--- config.mk ---
export PLATFORM = sky130hd
export DESIGN_NAME = rs_error_corrector
export DESIGN_NICKNAME = d
export VERILOG_FILES = /design/src/rtl/rs_error_corrector_pkg.sv /design/src/rtl/gf_mul_alpha_inv.sv /design/src/rtl/rs_error_corrector.sv
export SDC_FILE = /design/constraint.sdc
export NUM_CORES = 2
export LEC_CHECK = 0
export ABC_AREA = 1
export CAP_MARGIN = 20
export CORE_MARGIN = 1.5
export CORE_UTILIZATION = 30
export DETAILED_ROUTE_END_ITERATION = 10
export PLACE_DENSITY = 0.54
export SLEW_MARGIN = 0
export SYNTH_ARGS = -nofsm -noshare
export SYNTH_HDL_FRONTEND = slang
export SYNTH_SLANG_ARGS = --single-unit
--- constraint.sdc ---
create_clock -name clk -period 3.9 [get_ports clk]
set_input_delay 1.17 -clock clk [delete_from_list [all_inputs] [get_ports clk]]
set_output_delay 1.17 -clock clk [all_outputs]
set_load 0.01 [all_outputs]
--- src/rtl/rs_error_corrector_pkg.sv ---
// Shared GF(2^8) constants, symbol type and corrector state encoding.
// Field is GF(2^8) with primitive polynomial x^8+x^4+x^3+x^2+1 and alpha = 2.
package rs_pkg;

    localparam int unsigned SYM_W     = 8;
    localparam logic [7:0]  GF_POLY   = 8'h1D;
    localparam logic [7:0]  ALPHA_INV = 8'h8E;

    typedef logic [SYM_W-1:0] sym_t;

    typedef enum logic [1:0] {
        StLoad    = 2'd0,
        StWaitLoc = 2'd1,
        StEmit    = 2'd2
    } state_t;

    // Elaboration-time alpha^e, used only to seed the position register.
    function automatic sym_t gf_alpha_pow(input int unsigned e);
        sym_t x;
        x = 8'h01;
        for (int unsigned i = 0; i < e; i++) begin
            x = {x[6:0], 1'b0} ^ (x[7] ? GF_POLY : 8'h00);
        end
        return x;
    endfunction

endpackage

--- src/rtl/gf_mul_alpha_inv.sv ---
// Combinational multiply of a GF(2^8) element by alpha^-1.
module gf_mul_alpha_inv
    import rs_pkg::*;
(
    input  logic [SYM_W-1:0] a,
    output logic [SYM_W-1:0] y
);

    // Dividing by alpha: shift right, folding the reduced polynomial back in when bit 0 is set.
    assign y = {1'b0, a[SYM_W-1:1]} ^ (a[0] ? ALPHA_INV : 8'h00);

endmodule

--- src/rtl/rs_error_corrector.sv ---
// Reed-Solomon error corrector: buffers a codeword, latches locators/magnitudes,
// then streams the codeword out with matching symbols XOR-corrected.
module rs_error_corrector
    import rs_pkg::*;
#(
    parameter int unsigned N_SYM = 255
) (
    input  logic             clk,
    input  logic             rst_n,
    input  logic             in_valid,
    input  logic [SYM_W-1:0] in_data,
    output logic             in_ready,
    input  logic             loc_valid,
    input  logic [SYM_W-1:0] z1,
    input  logic [SYM_W-1:0] z2,
    input  logic [SYM_W-1:0] z3,
    input  logic [SYM_W-1:0] y1,
    input  logic [SYM_W-1:0] y2,
    input  logic [SYM_W-1:0] y3,
    input  logic             loc_fail,
    output logic             loc_ready,
    output logic             out_valid,
    output logic [SYM_W-1:0] out_data,
    output logic             out_last,
    output logic             out_fail,
    input  logic             out_ready
);

    localparam logic [7:0] LAST   = 8'(N_SYM - 1);
    localparam sym_t       P_INIT = gf_alpha_pow(N_SYM - 1);

    logic [1:0] rst_sync;
    logic       rst_int_n;

    state_t     state;
    logic [7:0] wr_idx;
    logic [7:0] rd_idx;
    logic [7:0] rd_next;
    sym_t       p_q;
    sym_t       p_next;
    sym_t       z1_q, z2_q, z3_q;
    sym_t       y1_q, y2_q, y3_q;
    logic       fail_q;

    logic       in_ready_q;
    logic       loc_ready_q;
    logic       out_valid_q;
    sym_t       out_data_q;
    logic       out_last_q;
    logic       out_fail_q;
    logic       wr_en;

    sym_t       buffer [N_SYM];

    // Assert asynchronously, release on a clock edge.
    always_ff @(posedge clk or negedge rst_n) begin
        if (!rst_n) begin
            rst_sync <= 2'b00;
        end else begin
            rst_sync <= {rst_sync[0], 1'b1};
        end
    end

    assign rst_int_n = rst_sync[1];

    gf_mul_alpha_inv u_mul (
        .a (p_q),
        .y (p_next)
    );

    // Sum of magnitudes whose locator equals position p; zero locators never match.
    function automatic sym_t correction(input sym_t p);
        sym_t c;
        c = '0;
        if (!fail_q) begin
            if ((z1_q != 8'h00) && (z1_q == p)) c = c ^ y1_q;
            if ((z2_q != 8'h00) && (z2_q == p)) c = c ^ y2_q;
            if ((z3_q != 8'h00) && (z3_q == p)) c = c ^ y3_q;
        end
        return c;
    endfunction

    assign wr_en   = (state == StLoad) && in_valid && in_ready_q;
    assign rd_next = rd_idx + 8'd1;

    always_ff @(posedge clk) begin
        if (wr_en) begin
            buffer[wr_idx] <= in_data;
        end
    end

    always_ff @(posedge clk or negedge rst_int_n) begin
        if (!rst_int_n) begin
            state       <= StLoad;
            wr_idx      <= '0;
            rd_idx      <= '0;
            p_q         <= '0;
            z1_q        <= '0;
            z2_q        <= '0;
            z3_q        <= '0;
            y1_q        <= '0;
            y2_q        <= '0;
            y3_q        <= '0;
            fail_q      <= 1'b0;
            in_ready_q  <= 1'b0;
            loc_ready_q <= 1'b0;
            out_valid_q <= 1'b0;
            out_data_q  <= '0;
            out_last_q  <= 1'b0;
            out_fail_q  <= 1'b0;
        end else begin
            unique case (state)
                StLoad: begin
                    in_ready_q <= 1'b1;
                    if (wr_en) begin
                        if (wr_idx == LAST) begin
                            state       <= StWaitLoc;
                            in_ready_q  <= 1'b0;
                            loc_ready_q <= 1'b1;
                        end else begin
                            wr_idx <= wr_idx + 8'd1;
                        end
                    end
                end
                StWaitLoc: begin
                    if (loc_valid) begin
                        z1_q        <= z1;
                        z2_q        <= z2;
                        z3_q        <= z3;
                        y1_q        <= y1;
                        y2_q        <= y2;
                        y3_q        <= y3;
                        fail_q      <= loc_fail;
                        loc_ready_q <= 1'b0;
                        rd_idx      <= '0;
                        p_q         <= P_INIT;
                        state       <= StEmit;
                    end
                end
                StEmit: begin
                    // rd_idx and p_q always describe the symbol held in the output register.
                    if (!out_valid_q) begin
                        out_valid_q <= 1'b1;
                        out_data_q  <= buffer[rd_idx] ^ correction(p_q);
                        out_last_q  <= (rd_idx == LAST);
                        out_fail_q  <= fail_q;
                    end else if (out_ready) begin
                        if (rd_idx == LAST) begin
                            out_valid_q <= 1'b0;
                            out_last_q  <= 1'b0;
                            out_fail_q  <= 1'b0;
                            rd_idx      <= '0;
                            wr_idx      <= '0;
                            in_ready_q  <= 1'b1;
                            state       <= StLoad;
                        end else begin
                            rd_idx     <= rd_next;
                            p_q        <= p_next;
                            out_data_q <= buffer[rd_next] ^ correction(p_next);
                            out_last_q <= (rd_next == LAST);
                        end
                    end
                end
                default: begin
                    state <= StLoad;
                end
            endcase
        end
    end

    assign in_ready  = in_ready_q;
    assign loc_ready = loc_ready_q;
    assign out_valid = out_valid_q;
    assign out_data  = out_data_q;
    assign out_last  = out_last_q;
    assign out_fail  = out_fail_q;

endmodule

Word-level counts from Yosys, hierarchy flattened
Memories as Yosys holds them, arrays and structs flattened.
Index checks and enable logic that the tools add are counted.
{ "op_classes": {"addsub": 2, "n_eq_ne": 22, "n_mux": 78, "bitwise": 7, "n_reduce_logical": 25} }
{ "ops": {"columns": ["cell", "n"], "rows": [
  ["$mux W8", 47],
  ["$eq A8 B8 Y1", 6],
  ["$pmux W8 S2", 3],
  ["$xor A8 B8 Y8", 6],
  ["$eq A8 B8 Y1 const B", 3],
  ["$reduce_bool A8 Y1", 3],
  ["$mux W1", 19],
  ["$ne A2 B2 Y1 const B", 9],
  ["$add A8 B1 Y8 const B", 2],
  ["$mux W2", 6],
  ["$reduce_and A4 Y1", 3],
  ["$reduce_and A6 Y1", 2],
  ["$logic_and A1 B1 Y1", 8],
  ["$xor A7 B8 Y8", 1],
  ["$pmux W2 S3", 1],
  ["$reduce_and A3 Y1", 2],
  ["$reduce_bool A2 Y1", 3],
  ["$reduce_and A5 Y1", 1],
  ["$ne A2 B1 Y1 const B", 2],
  ["$pmux W1 S2", 2],
  ["$reduce_and A2 Y1", 2],
  ["$eq A2 B1 Y1 const B", 1],
  ["$eq A2 B2 Y1 const B", 1],
  ["$logic_not A2 Y1", 1]
]} }
{ "totals": {"register_bits": 90, "ram_bits": 2040, "inputBits": 62, "out_inout_bits": 13, "wordCells": 153, "n_memories": 1} }
{ "memory_table": {"columns": ["name", "depth", "width", "read_ports", "rd_ports_with_merged_regs", "write_ports", "line_no", "source"], "rows": [
  ["buffer", 255, 8, 2, 0, 1, "rs_error_corrector.sv:53", "sym_t buffer [N_SYM];"]
]} }

Logic depth before layout (Yosys ltp)
{ "logic_depth": {"word_depth": 28, "mapped_depth": 25, "depth_no_buf": 20} }

Modules after synthesis
A second synthesis with hierarchy kept.
{ "unflattened": {"cells_unflattened": 12950, "hier_area_um2": 110863.8} }
{ "by_module_without_submodules": {"columns": ["module", "n_inst", "cells_each", "area_each_um2", "seq_area_each_um2"], "rows": [
  ["rs_error_corrector", 1, 12932, 110777.5, 63510.9],
  ["gf_mul_alpha_inv", 1, 18, 86.3, 0.0]
]} }

Worst setup path before layout
Ideal clock, no wire load.
{ "synth_path": {"path_type": "flip-flop to flip-flop", "from": "register rd_idx[0]", "to": "register out_data_q[3], in the netlist out_data[3]", "setup_time_ps": 117, "t_arrival_ps": 3072, "required_ps": 3783, "slack_ps": 711, "stages_incl_launch_ff": 25, "n_path_buf": 8, "synth_period_minus_slack_ps": 3189, "cell_sequence": "dfrtp_1 inv_2 buf_4 buf_4 buf_2 buf_2 ha_1 buf_2 inv_1 buf_2 buf_2 clkbuf_1 nand3_1 nand3_1 nand3_1 nand3_1 nand3_1 nand3_1 nand3_1 nand2_1 nand2_1 nand3_1 nand2_1 nand2_1 nand2_1"} }
{ "synth_via": {"elab_chain_cells": 6, "word_cells_on_any_way": 10, "cone_classes": "add/sub: 1; eq/ne: 2; mux: 3; bitwise: 2; reduce/logical: 1; memory: 1"} }
{ "synth_rtl": {"columns": ["item", "line_no", "source"], "rows": [
  ["from (decl)", "rs_error_corrector.sv:37", "logic [7:0] rd_idx;"],
  ["from (signal assigned)", "rs_error_corrector.sv:157", "rd_idx <= rd_next;"],
  ["$add A8 B1 Y8", "rs_error_corrector.sv:84", "assign rd_next = rd_idx + 8'd1;"],
  ["$mem_v2 Z255 W8", null, null],
  ["$xor A8 B8 Y8", "rs_error_corrector.sv:159", "out_data_q <= buffer[rd_next] ^ correction(p_next);"],
  ["$mux W8", "rs_error_corrector.sv:148", "if (rd_idx == LAST) begin"],
  ["$mux W8", "rs_error_corrector.sv:147", "end else if (out_ready) begin"],
  ["$mux W8", "rs_error_corrector.sv:142", "if (!out_valid_q) begin"],
  ["to (signal assigned)", "rs_error_corrector.sv:144", "out_data_q <= buffer[rd_idx] ^ correction(p_q);"],
  ["to (signal assigned)", "rs_error_corrector.sv:159", null],
  ["to (decl)", "rs_error_corrector.sv:48", "sym_t out_data_q;"]
]} }
Several ways; a longest one is shown, not always the timed one. The select of a mux whose other input is x is not followed.
A chain may end at the register's enable or synchronous reset.

Worst setup path in the final report
{ "layout_path": {"from": "register rd_idx[0]", "to": "register out_data_q[1], in the netlist out_data[1]"} }
The elaborated chain is that of the path after synthesis.

==> metrics.yaml <==
synthesis:
  ys_warn_count: 0
  netlist_top_cells_area: "edfxtp_1 (55%), nand2_1 (12%), nand3_1 (12%)"
  avgSynthCellArea_um2: 8.54
  synthDistinctLibCells: 39
  synth_most_common_cell: "nand2_1"
  async_flop_share: 0.0423
  postSynthCellCount: 12900
  netlist_area_mm2: 0.110
  synthesis.nets: 13000
  yosysTopAreaCell: "edfxtp_1"
  synth_edf_count: 2040
  yosys-top-cells-count: "nand2_1 (3,676), nand3_1 (2,579), edfxtp_1 (2,040)"
  synth.ff_latch_count: 2130
  yosysSeqAreaShare: 0.575
  synth_top_area_frac: 0.555
  synth_ff_type: "edfxtp_1"
sta:
  slew_violations: 0
  rsz0062_at_grt: "false"
  hold_viol_final: 0
  holdWs_ns: 0.230
  timing.slew.headroom: 0.229
  skew_ns: 0.0495
  setup-tns-final_ns: 0
  worstMarginPinSlew_ns: 1.15
  min_period_ns: 3.70
  fmax_ghz: 0.270
  setup_violations: 0
  fin_crit_sh: 0.949
power_and_ir_drop:
  combinationalPowerShare: 0.554
  internal_power_mw: 55.9
  finalPower_mw: 110
  clockPowerShare: 0.205
  switchingPower_mw: 53.7
  seqPwrFrac: 0.241
  powerDensity_mw_per_mm2: 859
  ir_drop_v: 0.00106
  p_leak_nw: 49.1
  p_sw_frac: 0.490
critical_path:
  setup.worst_path.end_class: "flip-flop"
  critPathLaunchType: "flip-flop"
  worstSetupPathType: "flip-flop to flip-flop"
  reg2reg_to: "out_data[1]"
  r2r-start: "rd_idx[0]"
  ff2ff_path_depth: 17
  worstPathRequired_ns: 4.71
  crit_fanout: 30
  ff2ff_setup_slack_ns: 0.20
  worstPathArrival_ns: 4.51
route:
  vias: 93800
  routedWlPerCell_um: 22.7
  dr.pass1.iters: 8
  drc_errors: 0
  drt_iter0_drc: 11000
  drt-total-wl_um: 409000
  ant_nets: 0
  avgViaCountPerCell: 5.21
clock_network:
  cts-buffers-inserted: 235
  clock_path_buffers: 4
  htreeDepth: 4
  cts.clk_slew.worst_paths_ns: 0.06
  cts_num_sinks: 2130
  cts-root-buf: "clkbuf_16"
  worstSkewPairLatency_ns: 0.95
  cts_tree: "built"
layout:
  syn_to_final_growth_pct: 15.5
  regMostFlops: "buffer"
  largest_reg_flops: 2040
  nNetsFinal: 13100
  layout-drive-gt1-share: 0.0837
  final_cells: 18000
  nFillCells: 37200
global_routing:
  groute.usage.overall: 0.213
  grt_pass1_vias: 85900
  grt_pass1_wl_um: 592000
  grt_max_degree: 178
  overflow: 0
  grt_antenna_before_repair: 9
floorplanning:
  die_area_mm2: 0.372
  die_w_um: 610
  start_util: 0.302
  fp-row-count: 222
  die_h_um: 610
  core_mm2: 0.366
  io_pins: 75
placement:
  hpwlAfterDp_um: 261000
  dp.cells: 17600
  gp_congestion: 0.956
  io_buffers: 74
run_status:
  status: "finished clean"
worst_hold_path:
  hp-class: "flip-flop to async pin"
run:
  cap_violations: 0
cells in the final DEF (no fill, tap or decap), drive strengths merged, types with 39 or more instances in the layout:
master / n
nand3: 2581
clkinv: 102
o211ai: 118
edfxtp: 2040
nand2: 3676
clkbuf: 291
o21ai: 786
clkdlybuf4s50: 66
or2: 39
inv: 609
dfrtp: 90
a21oi: 272
nor2: 1686
buf: 690
what timing repair did:
item / CTS / global route
hold buffers: 0 / 0
resized for setup: 0 / 8
endpoints found under the setup margin: 0 / 6
setup buffers: 0 / 4
worst max path at each step:
stage                    from          end  slack (ns)  cells after the start
global placement    rd_idx[0]  out_data[3]        0.06                     19
finish              rd_idx[0]  out_data[1]        0.20                     17
global route           p_q[0]  out_data[0]        0.05                     15
detailed placement  rd_idx[0]  out_data[3]        0.08                     19
floorplan           rd_idx[0]  out_data[3]        0.71                     24
CTS                 rd_idx[0]  out_data[3]        0.10                     19
power groups by stage:
stage	Sequential, mW	Clock [mW]	Combinational (mW)
2_1_floorplan	26.4	0	35.3
3_3_place_gp	26.8	0	59.1
3_5_place_dp	26.8	0	59.2
4_1_cts	26.3	22.8	59.4
5_1_grt	26.4	23.5	64.9
6_report	26.4	22.5	60.7
worst max-delay path, cell delays in order (launching register included):
cell and delay [ns]:
dfrtp_4 0.57, ha_1 0.26, nand2_1 0.16, inv_1 0.09, nor2_4 0.15, buf_12 0.27, buf_4 0.25, nand3_1 0.17
nand3_1 0.13, nand3_1 0.18, nand3_1 0.20, nand3_1 0.28, nand3_1 0.42, nand3_1 0.12, nand3_1 0.11, nand2_1 0.05
nand2_1 0.06, nand2_1 0.06
final cells by class:
| cell class | count | area, um^2 | area share |
|---|---|---|---|
| antenna | 8 | 20.0 | 0.000157 |
| tap | 4816 | 6030 | 0.0472 |
| multi-input combinational | 9268 | 40500 | 0.318 |
| timing repair buffer | 756 | 7590 | 0.0595 |
| clock inverter | 133 | 1400 | 0.0110 |
| clock buffer | 291 | 6130 | 0.0481 |
| sequential | 2130 | 63500 | 0.498 |
| inverter | 610 | 2340 | 0.0183 |
per-stage QoR:
stage	util	worst slack [ns]	instance area, um^2
3_3_place_gp	0.328	0.0626	120000
5_1_grt	0.348	0.0476	128000
2_1_floorplan	-	0.711	110000
3_5_place_dp	0.328	0.0830	120000
6_report	0.348	0.200	128000
4_1_cts	0.348	0.103	127000
cells by family after synthesis:
group	share of synthesized area
xor+xnor	0.00323
compound gates	0.0575
buf+inv	0.0598
flops	0.575
fa+ha+maj	0.000793
other cells	0.0000339
simple gates	0.304
per-layer routing:
layer | global-route usage | vias to the layer above | share of wire
met5 | 0 | - | 0
met4 | 0.0959 | 0 | 0.049
met3 | 0.0343 | 763 | 0.089
met2 | 0.338 | 4314 | 0.45
met1 | 0.285 | 44900 | 0.41
li1 | - | 43800 | -
Power figures use the tool's default switching activity.
